--- src/rtl/gate_sweep_pkg.sv ---
// gate_sweep_pkg: shared types and constants for the gate sweep sequencer.
//   state_t       - sequencer state encoding (IDLE, DRIVE, SAMPLE, DONE)
//   tt_width()    - truth-table width for a given input count (2**n)
//   cnt_width()   - settle counter width, clog2(settle) with a floor of 1
//   TT_AND2/OR2   - golden truth tables for 2-input AND / OR gates
package gate_sweep_pkg;

  typedef enum logic [1:0] {
    IDLE   = 2'd0,
    DRIVE  = 2'd1,
    SAMPLE = 2'd2,
    DONE   = 2'd3
  } state_t;

  function automatic int tt_width(input int n_in);
    return 1 << n_in;
  endfunction

  function automatic int cnt_width(input int settle);
    return ($clog2(settle) < 1) ? 1 : $clog2(settle);
  endfunction

  localparam logic [3:0] TT_AND2 = 4'b1000;
  localparam logic [3:0] TT_OR2  = 4'b1110;

endpackage

--- src/rtl/gate_sweep_ctrl_settle_counter.sv ---
// settle_counter: loadable down-counter that saturates at zero.
//   clk, rst_n - clock, synchronous active-low reset (count -> 0)
//   load       - load load_val this cycle (takes priority over counting)
//   load_val   - value to load
//   zero       - count is zero
module settle_counter #(
  parameter int W = 2
) (
  input  logic         clk,
  input  logic         rst_n,
  input  logic         load,
  input  logic [W-1:0] load_val,
  output logic         zero
);

  logic [W-1:0] cnt;

  always_ff @(posedge clk) begin
    if (!rst_n) begin
      cnt <= '0;
    end else if (load) begin
      cnt <= load_val;
    end else if (cnt != '0) begin
      cnt <= cnt - 1'b1;
    end
  end

  assign zero = (cnt == '0);

endmodule

--- src/rtl/gate_sweep_ctrl.sv ---
// gate_sweep_ctrl: walks a combinational gate through every input vector,
// waits SETTLE_CYCLES per vector, captures the output into a truth table and
// compares it against expected_tt.
//
// Ports:
//   clk, rst_n   - clock, synchronous active-low reset
//   start        - one-cycle sweep request
//   expected_tt  - golden truth table, bit i = expected output for vector i
//   gate_in      - vector driven to the gate (registered)
//   gate_out     - gate output under test
//   busy         - high in DRIVE and SAMPLE
//   done         - one-cycle strobe, high during the DONE cycle
//   pass         - last table matched expected_tt
//   truth_table  - last captured table
//   first_fail   - lowest mismatching vector of last sweep (0 on pass)
//   dbg_state    - current sequencer state
//
// Handshake: start is a request without backpressure; it is accepted only in
// IDLE and dropped otherwise (no queuing). done is a strobe with no ready;
// truth_table/pass/first_fail are valid from the done cycle and hold until
// the next done.
//
// Optional feature: define GATE_SWEEP_AUTO_REPEAT_EN to make DONE restart a
// new sweep immediately instead of returning to IDLE.
module gate_sweep_ctrl
  import gate_sweep_pkg::*;
#(
  parameter int N_IN          = 2,
  parameter int SETTLE_CYCLES = 4
) (
  input  logic                      clk,
  input  logic                      rst_n,
  input  logic                      start,
  input  logic [(1<<N_IN)-1:0]      expected_tt,
  output logic [N_IN-1:0]           gate_in,
  input  logic                      gate_out,
  output logic                      busy,
  output logic                      done,
  output logic                      pass,
  output logic [(1<<N_IN)-1:0]      truth_table,
  output logic [N_IN-1:0]           first_fail,
  output state_t                    dbg_state
);

  localparam int TT_W  = tt_width(N_IN);
  localparam int CNT_W = cnt_width(SETTLE_CYCLES);
  localparam logic [CNT_W-1:0] SETTLE_LOAD = CNT_W'(SETTLE_CYCLES - 1);
  localparam logic [N_IN-1:0]  LAST_IDX    = N_IN'(TT_W - 1);

  if (N_IN < 1 || N_IN > 4) begin : g_bad_n_in
    $error("gate_sweep_ctrl: N_IN must be 1..4");
  end
  if (SETTLE_CYCLES < 1) begin : g_bad_settle
    $error("gate_sweep_ctrl: SETTLE_CYCLES must be >= 1");
  end

  state_t            state;
  logic [N_IN-1:0]   idx;
  logic [TT_W-1:0]   work_tt;
  logic [TT_W-1:0]   final_tt;
  logic [N_IN-1:0]   fail_idx;
  logic              cnt_load;
  logic              cnt_zero;

  assign dbg_state = state;

  // Table including the bit being sampled this cycle. The results are
  // registered on the SAMPLE->DONE edge from this so they are already
  // valid while done is high.
  always_comb begin
    final_tt      = work_tt;
    final_tt[idx] = gate_out;
  end

  // Fixed-priority search: scanning downward lets the lowest index win.
  always_comb begin
    fail_idx = '0;
    for (int i = TT_W - 1; i >= 0; i--) begin
      if (final_tt[i] != expected_tt[i]) fail_idx = N_IN'(i);
    end
  end

  // Reload the settle counter on every entry into DRIVE.
  always_comb begin
    cnt_load = 1'b0;
    case (state)
      IDLE:    cnt_load = start;
      SAMPLE:  cnt_load = (idx != LAST_IDX);
`ifdef GATE_SWEEP_AUTO_REPEAT_EN
      DONE:    cnt_load = 1'b1;
`endif
      default: cnt_load = 1'b0;
    endcase
  end

  settle_counter #(.W(CNT_W)) u_settle (
    .clk      (clk),
    .rst_n    (rst_n),
    .load     (cnt_load),
    .load_val (SETTLE_LOAD),
    .zero     (cnt_zero)
  );

  always_ff @(posedge clk) begin
    if (!rst_n) begin
      state       <= IDLE;
      idx         <= '0;
      work_tt     <= '0;
      gate_in     <= '0;
      busy        <= 1'b0;
      done        <= 1'b0;
      pass        <= 1'b0;
      truth_table <= '0;
      first_fail  <= '0;
    end else begin
      done <= 1'b0;
      case (state)
        IDLE: begin
          if (start) begin
            state   <= DRIVE;
            idx     <= '0;
            work_tt <= '0;
            gate_in <= '0;
            busy    <= 1'b1;
          end
        end
        DRIVE: begin
          if (cnt_zero) state <= SAMPLE;
        end
        SAMPLE: begin
          work_tt <= final_tt;
          if (idx == LAST_IDX) begin
            state       <= DONE;
            busy        <= 1'b0;
            gate_in     <= '0;
            done        <= 1'b1;
            truth_table <= final_tt;
            pass        <= (final_tt == expected_tt);
            first_fail  <= fail_idx;
          end else begin
            state   <= DRIVE;
            idx     <= idx + 1'b1;
            gate_in <= idx + 1'b1;
          end
        end
        DONE: begin
`ifdef GATE_SWEEP_AUTO_REPEAT_EN
          state   <= DRIVE;
          idx     <= '0;
          work_tt <= '0;
          gate_in <= '0;
          busy    <= 1'b1;
`else
          state   <= IDLE;
`endif
        end
        default: state <= IDLE;
      endcase
    end
  end

endmodule

--- config.mk ---
export PLATFORM = sky130hd
export DESIGN_NAME = gate_sweep_ctrl
export DESIGN_NICKNAME = d
export VERILOG_FILES = /design/src/rtl/gate_sweep_pkg.sv /design/src/rtl/gate_sweep_ctrl_settle_counter.sv /design/src/rtl/gate_sweep_ctrl.sv
export SDC_FILE = /design/constraint.sdc
export NUM_CORES = 1
export LEC_CHECK = 0
export CAP_MARGIN = 10
export CORE_MARGIN = 2
export CORE_UTILIZATION = 50
export DETAILED_ROUTE_END_ITERATION = 10
export PLACE_DENSITY = 0.73
export RECOVER_POWER = 25
export SYNTH_ARGS = -nofsm -noshare
export SYNTH_HDL_FRONTEND = slang
export SYNTH_HIERARCHICAL = 1
export SYNTH_SLANG_ARGS = --single-unit
--- constraint.sdc ---
create_clock -name clk -period 2 [get_ports clk]
set_clock_uncertainty 0.2 [all_clocks]
set_input_delay 0.6 -clock clk [delete_from_list [all_inputs] [get_ports clk]]
set_output_delay 0.6 -clock clk [all_outputs]
set_load 0.01 [all_outputs]
==> summary.md, run 1 <==
| Metric | Value |
|---|---|
| Die width | `50.8 microns` |
| Clock power share | `22.8%` |
| Hold Fails Final Rpt | `0` |
| Syn avg cell area | `9.38 sq um` |
| Vias/cell | `5.13` |
| Layout area overhead | `31.8%` |
| Final Setup Violations | `0` |
| Crit path max-delay cell type | `dfxtp_1` |
| Sum Neg Setup Slack | `0 ns` |
| Max-cap viol count | `0` |
| Fin crit period | `1.86 ns` |
| Cells after Synth | `about 120` |
| Syn Std Cell Area | `1100 sq um` |
| Top-count cell post-synth | `dfxtp_1` |
| Ant diodes | `0` |
| Syn. warnings | `6` |
| Logic pwr share | `a little over a quarter` |
| Number of enable flip-flop cells after synthesis | `0` |
| Global Route Usage Sum | `21.5%` |
| Post-synthesis register bit count | `21` |
| Post-Place Cells | `174` |
| Post-DP Area | `1410 sq um` |
| Vias in the first global route | `940` |
| Worst Setup End Kind | `flip-flop` |
| Worst Path Max Fanout | `3` |
| Final setup margin | `0.138 ns` |
| Maximum clock path buffer count | `2` |
| Max frequency | `537 MHz` |
| Count of cell types in the netlist | `39` |
| Post-synthesis sequential area ratio | `38.3%` |
| Worst-path clk slew | `~0.12 ns` |
| Worst path cell trace | `inv_1 -> ha_1 -> mux2i_2 -> xnor2_1 -> buf_4 -> a211o_1 -> a21boi_1` |
| Fillcell total | `between 150 and 200` |
| Worst ir drop on vdd | `about 0.0006 V` |
| Fin util | `71.5%` |
| Final slew viol count | `0` |
| Non-filler cells, final | `179` |
| Hold buffer count at cts | `0` |
| Iter 0 DRT Violations | `16` |
| Layout cells sized above 1 | `15.8%` |
| Core Rows | `16` |
| Average wire per standard cell | `13.5 microns` |
| Sw Pwr | `273 uW` |
| Global-route wire length before repair | `4170 microns` |
| Pre-antenna DRT Iters | `4` |
| Final Hold Slack | `0.277 ns` |
| Die area | `2590 sq um` |
| Vias | `919` |
| Final WL | `between 2000 and 2500 microns` |
| Grt total ovfl | `0` |
| CTS tree | `done` |
| Initial Util | `approximately 54%` |
| Main synth FF type | `dfxtp_1` |
| Pwr Density | `633 nW/um^2` |
| Clock root buffer | `clkbuf_4` |
| Clock sink total | `21` |
| DRC violations left | `0` |
| Area occupied by multi-input gates | `644 sq um` |
| Req. time, crit path | `2.05 ns` |
| DP Worst Slack | `-0.336 ns` |
| Largest cells by area after synthesis | `dfxtp_1 (38%), ha_1 (5.7%), mux2i_2 (3.8%)` |
| Largest net degree at the start of global routing | `13` |
| Reg area | `about 420 sq um` |
| Skew-Pair Late Insertion Delay | `about 0.31 ns` |
| CP arrival | `1.91 ns` |
| Placer Congestion | `0.847` |
| CTS Buf Count | `3` |
| Hold crit path type | `flip-flop to flip-flop` |
| Final ANT Viol Nets | `0` |
| Switch share | `29.8%` |
| # IOs | `21` |
| CTS HTree Levels | `1` |
| Post-synth top area cell | `dfxtp_1` |
| Worst Setup Start Kind | `flip-flop` |
| Final design instance area without fill | `1450 sq um` |
| Yosys top cell area share | `38.3%` |
| Pwr Total | `916 uW` |
| Post-detail-place hpwl | `1800 microns` |
| Seq pwr share | `between 40% and 50%` |
| Core ar. | `2020 sq um` |
| Die Y | `50.8 microns` |
| Period utilization | `between 90% and 100%` |
| Ys async rst share | `0%` |
| Critical path's largest stage delay | `0.35 ns` |
| Status | `finished, final reports clean` |
| Fin nets | `around 170` |
| Commonest cells in the netlist | `dfxtp_1 (21), nand2_1 (10), o21ai_0 (7)` |
| Lkg Pwr | `0.676 nW` |
| I/O Buffers | `20` |
| Initial antenna violation count | `0` |
| Crit Path Class | `flip-flop to flip-flop` |
| RSZ-0062 raised after global routing | `false` |
| Internal power | `between 600 and 700 uW` |
[path summary, 6_finish.rpt]
check	from	end	slack [ns]	cells past startpoint
max	idx[1]$_SDFFE_PN0P_	first_fail[1]$_SDFFE_PN0P_	0.14	7
min	truth_table[3]$_SDFFE_PN0P_	truth_table[3]$_SDFFE_PN0P_	0.28	2
max reg2reg	idx[1]$_SDFFE_PN0P_	first_fail[1]$_SDFFE_PN0P_	0.14	7
min reg2reg	truth_table[3]$_SDFFE_PN0P_	truth_table[3]$_SDFFE_PN0P_	0.28	2
[layer usage]
layer  vias to the layer above  GRT usage [%]  wire length [microns]
met5                         -              0                      0
met4                         0           8.56                     27
met3                         4           2.92                     60
met2                        20           36.4                   1210
met1                       427           27.8                   1120
li1                        468              -                      -
[cell families (layout without fill, tap and decap cells)]
family                     Yosys count  after routing  synth area share (%)
and+or+nand+nor                     40             40                  21.4
AOI/OAI and AO/OA                   28             28                  17.6
DFF                                 21             21                  38.3
buffers and inverters               10             44                  4.33
xor gates and xnor gates             7              7                  5.59
adders and majority gates            5              5                  5.70
muxes                                5              5                  6.73
other                                1              2                 0.342
[registers in the layout (all words and copies together) (netlist names)]
name          count
truth_table       4
pass              1
idx               2
work_tt           4
busy              1
first_fail        2
done              1
gate_in           2
u_settle/cnt      2
dbg_state         2
[power groups by stage]
stage,Sequential (mW),Clock [mW],Combinational (mW)
final,0.457,0.209,0.249
after global routing,0.462,0.230,0.279
after CTS,0.458,0.210,0.253
after detailed placement,0.467,0,0.255
after global placement,0.467,0,0.248
after floorplan,0.471,0,0.150
[critical path: cells and delay by family, from the launching register on]
family                   cells  cell delay (ns)
multiplexers                 1             0.30
flip-flops                   1             0.35
adder cells (fa/ha/maj)      1             0.23
buffers and inverters        2             0.25
AO/OA/AOI/OAI                2             0.36
XOR/XNOR                     1             0.13
[what timing repair did]
| action | 4_1_cts | 5_1_grt |
|---|---|---|
| gates resized for setup | 9 | 7 |
| cloned | 0 | 0 |
| setup endpoints to repair | 10 | 8 |
| setup buffers | 0 | 1 |
[area by class of cell]
class                      count  share of cell area, %
multi-input combinational     87                   44.6
sequential                    21                   29.1
timing repair buffer          34                   20.6
tap                           27                   2.34
clock buffer                   3                   1.56
inverter                       6                   1.56
clock inverter                 1                  0.346
[placed cells by master (no fill, tap or decap), types with 3 or more instances in the layout]
cell type,n
xor2_1,4
o21ai_0,7
nand2_1,10
a21oi_1,4
and2_1,5
a21boi_0,5
xnor2_1,3
buf_4,12
dlygate4sd2_1,8
dlymetal6s2s_1,4
nor2_1,4
ha_1,4
clkbuf_4,3
o211a_1,3
inv_1,6
nand3_1,4
dfxtp_1,21
clkdlybuf4s50_1,5
nor2b_1,4
(Power assumes the default switching activity.)
==> run 2, diff against run 1 <==
--- a/config.mk
+++ b/config.mk
@@ -11,6 +11,7 @@
 export DETAILED_ROUTE_END_ITERATION = 10
 export PLACE_DENSITY = 0.73
 export RECOVER_POWER = 25
+export SETUP_SLACK_MARGIN = 0.4
 export SYNTH_ARGS = -nofsm -noshare
 export SYNTH_HDL_FRONTEND = slang
 export SYNTH_HIERARCHICAL = 1
==> run 2 against run 1 <==
  * Cell count is 6.1% higher
  * Sequential power is 0.9% higher
  * Total power is 8.9% higher
  * Critical path depth is 2 lower
  * Critical path type unchanged
  * Critical endpoint is now pass$_SDFFE_PN0P_
  * Largest cell class unchanged
  * Largest power group unchanged
==> summary.md, run 2 (synthesis results as in run 1) <==
| Metric | Value |
|---|---|
| Status | `finished, final reports clean` |
| Vias in the first global route | `947 (+0.74%)` |
| Fin nets | `177 (+6.6%)` |
| WHS Path Cells | `2 (unchanged)` |
| R2R depth | `5 (-2)` |
| Vias/cell | `5.53 (+7.7%)` |
| Worst Path Max Fanout | `4 (+1)` |
| Final WL | `3260 microns (+34%)` |
| Global Route Usage Sum | `22.4% (+0.83 points)` |
| Maximum clock path buffer count | `2 (unchanged)` |
| Sum Neg Setup Slack | `0 ns (unchanged)` |
| Crit path depth | `5 (-2)` |
| Final setup margin | `0.173 ns (+0.0355 ns)` |
| Worst Setup Start Kind | `flip-flop` |
| Worst Setup End Kind | `flip-flop` |
| Iter 0 DRT Violations | `27 (+11)` |
| CTS tree | `done` |
| Switch share | `31.6% (+1.8 points)` |
| Fin util | `83.5% (+12 points)` |
| Max frequency | `547 MHz (+1.9%)` |
| Worst path cell trace | `ha_4 -> nor4bb_4 -> mux2i_1 -> o41ai_1 -> and2_1` |
| Non-filler cells, final | `190 (+6.1%)` |
| Layout area overhead | `53.9%` |
| Fillcell total | `108 (-31%)` |
| Die width | `50.8 microns (unchanged)` |
| DP Worst Slack | `-0.298 ns (+0.0378 ns)` |
| Req. time, crit path | `2.07 ns (+0.02 ns)` |
| Hold buffer count at cts | `0 (unchanged)` |
| Core ar. | `2020 sq um (unchanged)` |
| Final ANT Viol Nets | `0 (unchanged)` |
| Internal power | `682 uW (+6.1%)` |
| Grt total ovfl | `0 (unchanged)` |
| Final slew viol count | `0 (unchanged)` |
| Initial Util | `54.3% (unchanged)` |
| Hold crit path type | `flip-flop to flip-flop` |
| Die Y | `50.8 microns (unchanged)` |
| Crit path max-delay cell type | `dfxtp_4` |
| Final Setup Violations | `0 (unchanged)` |
| Pwr Total | `998 uW (+8.9%)` |
| Worst-path clk slew | `0.13 ns (about the same)` |
| Clock sink total | `21 (unchanged)` |
| DRC violations left | `0 (unchanged)` |
| Post-DP Area | `1460 sq um (+3.7%)` |
| Initial antenna violation count | `0 (unchanged)` |
| Final design instance area without fill | `1690 sq um (+17%)` |
| CP arrival | `1.90 ns (about the same)` |
| Global-route wire length before repair | `4280 microns (+2.7%)` |
| Skew-Pair Late Insertion Delay | `0.31 ns (about the same)` |
| Clock root buffer | `clkbuf_4` |
| Worst ir drop on vdd | `0.000546 V (-9.6%)` |
| Most frequent cells in the layout | `buf_4 (18), buf_6 (13), dfxtp_2 (11)` |
| # IOs | `21 (unchanged)` |
| Logic pwr share | `31.7% (+4.5 points)` |
| CTS HTree Levels | `1 (unchanged)` |
| Post-Place Cells | `179 (+2.9%)` |
| Average wire per standard cell | `17.1 microns (+27%)` |
| WP buf/inv | `0 (-2)` |
| Core Rows | `16 (unchanged)` |
| Sw Pwr | `316 uW (+15%)` |
| Period utilization | `91.3% (-1.8 points)` |
| Post-detail-place hpwl | `1800 microns (-0.50%)` |
| Largest net degree at the start of global routing | `13 (unchanged)` |
| Placer Congestion | `0.859 (+1.4%)` |
| RSZ-0062 raised after global routing | `true` |
| Fin crit period | `1.83 ns (-0.0355 ns)` |
| Vias | `1,051 (+14%)` |
| Crit Path Class | `flip-flop to flip-flop` |
| Final Hold Slack | `0.265 ns (-0.0117 ns)` |
| Pwr Density | `591 nW/um^2 (-6.7%)` |
| Max-cap viol count | `0 (unchanged)` |
| I/O Buffers | `20 (unchanged)` |
| Hold Fails Final Rpt | `0 (unchanged)` |
| Lkg Pwr | `0.706 nW (+4.4%)` |
| CTS Buf Count | `3 (unchanged)` |
| Die area | `2590 sq um (unchanged)` |
| Layout cells sized above 1 | `47.9% (+32 points)` |
| Biggest regs | `truth_table (4), work_tt (4)` |
| Leading cell type in the layout, fill and taps excluded | `buf_4` |
| Critical path's largest stage delay | `0.41 ns (+0.06 ns)` |
| Seq pwr share | `46.3% (-3.6 points)` |
| Crit path max-delay family | `simple AND/OR/NAND/NOR gates` |
| Clock power share | `22.0% (-0.8 points)` |
| Ant diodes | `0 (unchanged)` |
| Pre-antenna DRT Iters | `4 (unchanged)` |
-- run 2: cell count changes in the layout (fill, tap and decap cells not counted), moves of 3 or more --
cell,delta
dlygate4sd2_1,-6
ha_4,+4
buf_2,+5
dfxtp_1,-13
buf_6,+13
ha_1,-3
buf_4,+6
dfxtp_2,+11
dlymetal6s2s_1,-4
inv_1,-3
-- run 2: worst min-delay path: stages (launching register included) --
cell	delay, ns
dfxtp_2	0.34
nand2_1	0.06
a21boi_2	0.04
-- run 2: path summary, 6_finish.rpt --
| check | startpoint | end | slack [ns] |
|---|---|---|---|
| max | idx[0]$_SDFFE_PN0P_ | pass$_SDFFE_PN0P_ | 0.17 |
| min | first_fail[1]$_SDFFE_PN0P_ | first_fail[1]$_SDFFE_PN0P_ | 0.26 |
| max reg2reg | idx[0]$_SDFFE_PN0P_ | pass$_SDFFE_PN0P_ | 0.17 |
| min reg2reg | first_fail[1]$_SDFFE_PN0P_ | first_fail[1]$_SDFFE_PN0P_ | 0.26 |
-- run 2: layout make-up --
type / instances / area, sq um / area share (%)
well taps: 27 / 33.8 / 2.00
inverters: 6 / 27.5 / 1.63
flip-flops and latches: 21 / 442 / 26.1
multi-input cells: 87 / 776 / 45.9
clock buffers: 4 / 26.3 / 1.56
repair buffers: 45 / 384 / 22.7
-- run 2: repair_timing --
action / 4_1_cts / 5_1_grt
setup buffers: 5 / 2
gates resized for setup: 80 / 31
endpoints found under the setup margin: 28 / 24
pin swaps: 5 / 10
-- run 2: layer usage --
| layer | part of all wire [%] | routed length (microns) | track usage, % |
|---|---|---|---|
| met3 | 3.7 | 120 | 4.68 |
| met2 | 51 | 1650 | 34.9 |
| met1 | 41 | 1330 | 28.4 |
| met4 | 4.5 | 148 | 13.5 |
| met5 | 0 | 0 | 0 |
-- run 2: power groups by stage --
stage / Clock [mW] / Sequential [mW] / Combinational, mW
after floorplan: 0 / 0.471 / 0.151
after global placement: 0 / 0.467 / 0.255
after detailed placement: 0 / 0.469 / 0.262
after CTS: 0.220 / 0.460 / 0.268
after global routing: 0.242 / 0.464 / 0.344
final: 0.220 / 0.461 / 0.316
==> run 3, diff against run 2 <==
--- a/config.mk
+++ b/config.mk
@@ -6,8 +6,11 @@
 export NUM_CORES = 1
 export LEC_CHECK = 0
 export CAP_MARGIN = 10
+export CELL_PAD_IN_SITES_DETAIL_PLACEMENT = 1
+export CELL_PAD_IN_SITES_GLOBAL_PLACEMENT = 1
+export CORE_ASPECT_RATIO = 1.75
 export CORE_MARGIN = 2
-export CORE_UTILIZATION = 50
+export CORE_UTILIZATION = 38
 export DETAILED_ROUTE_END_ITERATION = 10
 export PLACE_DENSITY = 0.73
 export RECOVER_POWER = 25
@@ -16,3 +19,4 @@
 export SYNTH_HDL_FRONTEND = slang
 export SYNTH_HIERARCHICAL = 1
 export SYNTH_SLANG_ARGS = --single-unit
+export TNS_END_PERCENT = 1
==> run 3 against run 2 <==
  * Global-route usage is 3.5 points lower
  * Total power up 1.3%
  * Register-to-register slack better by 0.11 ns
  * Critical path type is now primary input to flip-flop
  * Clock-buffer cell count did not move
  * Sequential share of layout area grew 0.65 points
  * Maximum frequency grew 1.6%
  * Critical endpoint is now work_tt[1]$_SDFFE_PN0P_
==> summary.md, run 3 (synthesis results as in run 1) <==
| Metric | Value |
|---|---|
| Crit Path Class | `primary input to flip-flop` |
| Critical path's largest stage delay | `0.68 ns (+0.27 ns)` |
| Core Rows | `25 (+9)` |
| Vias/cell | `5.35 (-3.3%)` |
| Clock sink total | `21 (unchanged)` |
| Worst ir drop on vdd | `0.000586 V (+7.3%)` |
| Ant diodes | `0 (unchanged)` |
| Initial Util | `40.3% (-14 points)` |
| Vias | `968 (-7.9%)` |
| Final WL | `2760 microns (-15%)` |
| Final slew viol count | `0 (unchanged)` |
| CP arrival | `1.78 ns (-0.12 ns)` |
| Req. time, crit path | `1.99 ns (-0.08 ns)` |
| Worst Setup Start Kind | `primary input` |
| CTS Buf Count | `3 (unchanged)` |
| Biggest regs | `truth_table (4), work_tt (4)` |
| Placer Congestion | `0.752 (-12%)` |
| Post-DP Area | `1410 sq um (-3.3%)` |
| Most frequent cells in the layout | `dfxtp_1 (19), dlygate4sd2_1 (13), buf_4 (13)` |
| Final setup margin | `0.203 ns (+0.0295 ns)` |
| Vias in the first global route | `1,022 (+7.9%)` |
| Pwr Density | `633 nW/um^2 (+7.1%)` |
| DRC violations left | `0 (unchanged)` |
| Final design instance area without fill | `1600 sq um (-5.5%)` |
| Fillcell total | `318 (+190%)` |
| Grt total ovfl | `0 (unchanged)` |
| Global Route Usage Sum | `18.8% (-3.5 points)` |
| Fin util | `58.7% (-25 points)` |
| Hold crit path type | `flip-flop to flip-flop` |
| Final ANT Viol Nets | `0 (unchanged)` |
| Die area | `3350 sq um (+30%)` |
| CTS HTree Levels | `1 (unchanged)` |
| Leading cell type in the layout, fill and taps excluded | `dfxtp_1` |
| Average wire per standard cell | `15.2 microns (-11%)` |
| Max-cap viol count | `0 (unchanged)` |
| DP Worst Slack | `-0.371 ns (-0.0735 ns)` |
| Hold Fails Final Rpt | `0 (unchanged)` |
| Skew-Pair Late Insertion Delay | `0.27 ns (-0.04 ns)` |
| Worst path cell trace | `dlygate4sd3_1 -> clkbuf_2 -> a21boi_0` |
| Maximum clock path buffer count | `2 (unchanged)` |
| Worst Setup End Kind | `flip-flop` |
| RSZ-0062 raised after global routing | `true` |
| Max frequency | `556 MHz (+1.6%)` |
| Die Y | `75.1 microns (+48%)` |
| WP buf/inv | `2 (+2)` |
| Layout area overhead | `45.5%` |
| Post-detail-place hpwl | `2020 microns (+13%)` |
| CTS tree | `done` |
| Crit path max-delay family | `buffers and inverters` |
| Iter 0 DRT Violations | `11 (-59%)` |
| I/O Buffers | `20 (unchanged)` |
| Lkg Pwr | `0.708 nW (+0.26%)` |
| Fin crit period | `1.80 ns (-0.0295 ns)` |
| Largest net degree at the start of global routing | `14 (+1)` |
| # IOs | `21 (unchanged)` |
| Worst-path clk slew | `0.07 ns (-0.06 ns)` |
| Layout cells sized above 1 | `27.3% (-21 points)` |
| Pre-antenna DRT Iters | `4 (unchanged)` |
| Core ar. | `2720 sq um (+35%)` |
| Worst Path Max Fanout | `13 (+9)` |
| Sum Neg Setup Slack | `0 ns (unchanged)` |
| Final Setup Violations | `0 (unchanged)` |
| Global-route wire length before repair | `4550 microns (+6.5%)` |
| Crit path max-delay cell type | `dlygate4sd3_1` |
| Clock root buffer | `clkbuf_8` |
| Initial antenna violation count | `0 (unchanged)` |
| Period utilization | `89.9% (-1.5 points)` |
| Status | `finished, final reports clean` |
| Die width | `44.6 microns (-12%)` |
| Final Hold Slack | `0.257 ns (-0.00805 ns)` |
| Fin nets | `168 (-5.1%)` |
==> run 3: area by class of cell <==
cell class | instances | area (sq um) | area share, %
Multi-Input combinational cell | 87 | 762 | 47.7
Inverter | 6 | 27.5 | 1.72
Tap cell | 27 | 33.8 | 2.12
Sequential cell | 21 | 428 | 26.8
Timing Repair Buffer | 36 | 300 | 18.8
Clock buffer | 4 | 45.0 | 2.82
==> run 3: timing repair <==
action / CTS / global route
resized for setup: 31 / 17
buffers inserted: 2 / 1
pin swaps: 5 / 4
setup endpoints to repair: 32 / 33
hold buffers: 0 / 0
==> run 3: worst paths after layout <==
check / startpoint / cells after the start / end / slack [ns]
min: first_fail[0]$_SDFFE_PN0P_ / 2 / first_fail[0]$_SDFFE_PN0P_ / 0.26
min reg2reg: first_fail[0]$_SDFFE_PN0P_ / 2 / first_fail[0]$_SDFFE_PN0P_ / 0.26
max: rst_n / 3 / work_tt[1]$_SDFFE_PN0P_ / 0.20
max reg2reg: idx[0]$_SDFFE_PN0P_ / 6 / pass$_SDFFE_PN0P_ / 0.28
==> run 3: metal layers <==
metal | track usage, % | up-vias | part of all wire, %
met5 | 0 | - | 0
met4 | 10.1 | 0 | 2.3
met3 | 3.12 | 5 | 3.2
met2 | 35.1 | 18 | 57
met1 | 19.1 | 471 | 37
li1 | - | 474 | -
==> run 3: worst min-delay path: stages, from the launching register on <==
cell     delay [ns]
dfxtp_1        0.31
nand3_1        0.05
o21ai_1        0.05
==> run 3: through the flow <==
stage | power, mW | std cells
after global routing | 1.07 | 181
after floorplan | 0.621 | 118
after global placement | 0.720 | 174
after CTS | 1.00 | 180
after detailed placement | 0.727 | 174
final | 1.01 | 181
==> run 3: where the power goes <==
group	switching [mW]	total, mW	internal (mW)	leakage, nW
combinational	0.133	0.271	0.138	0.513
sequential	0.0164	0.459	0.442	0.172
clock	0.139	0.281	0.142	0.0228
total	0.288	1.01	0.722	0.708
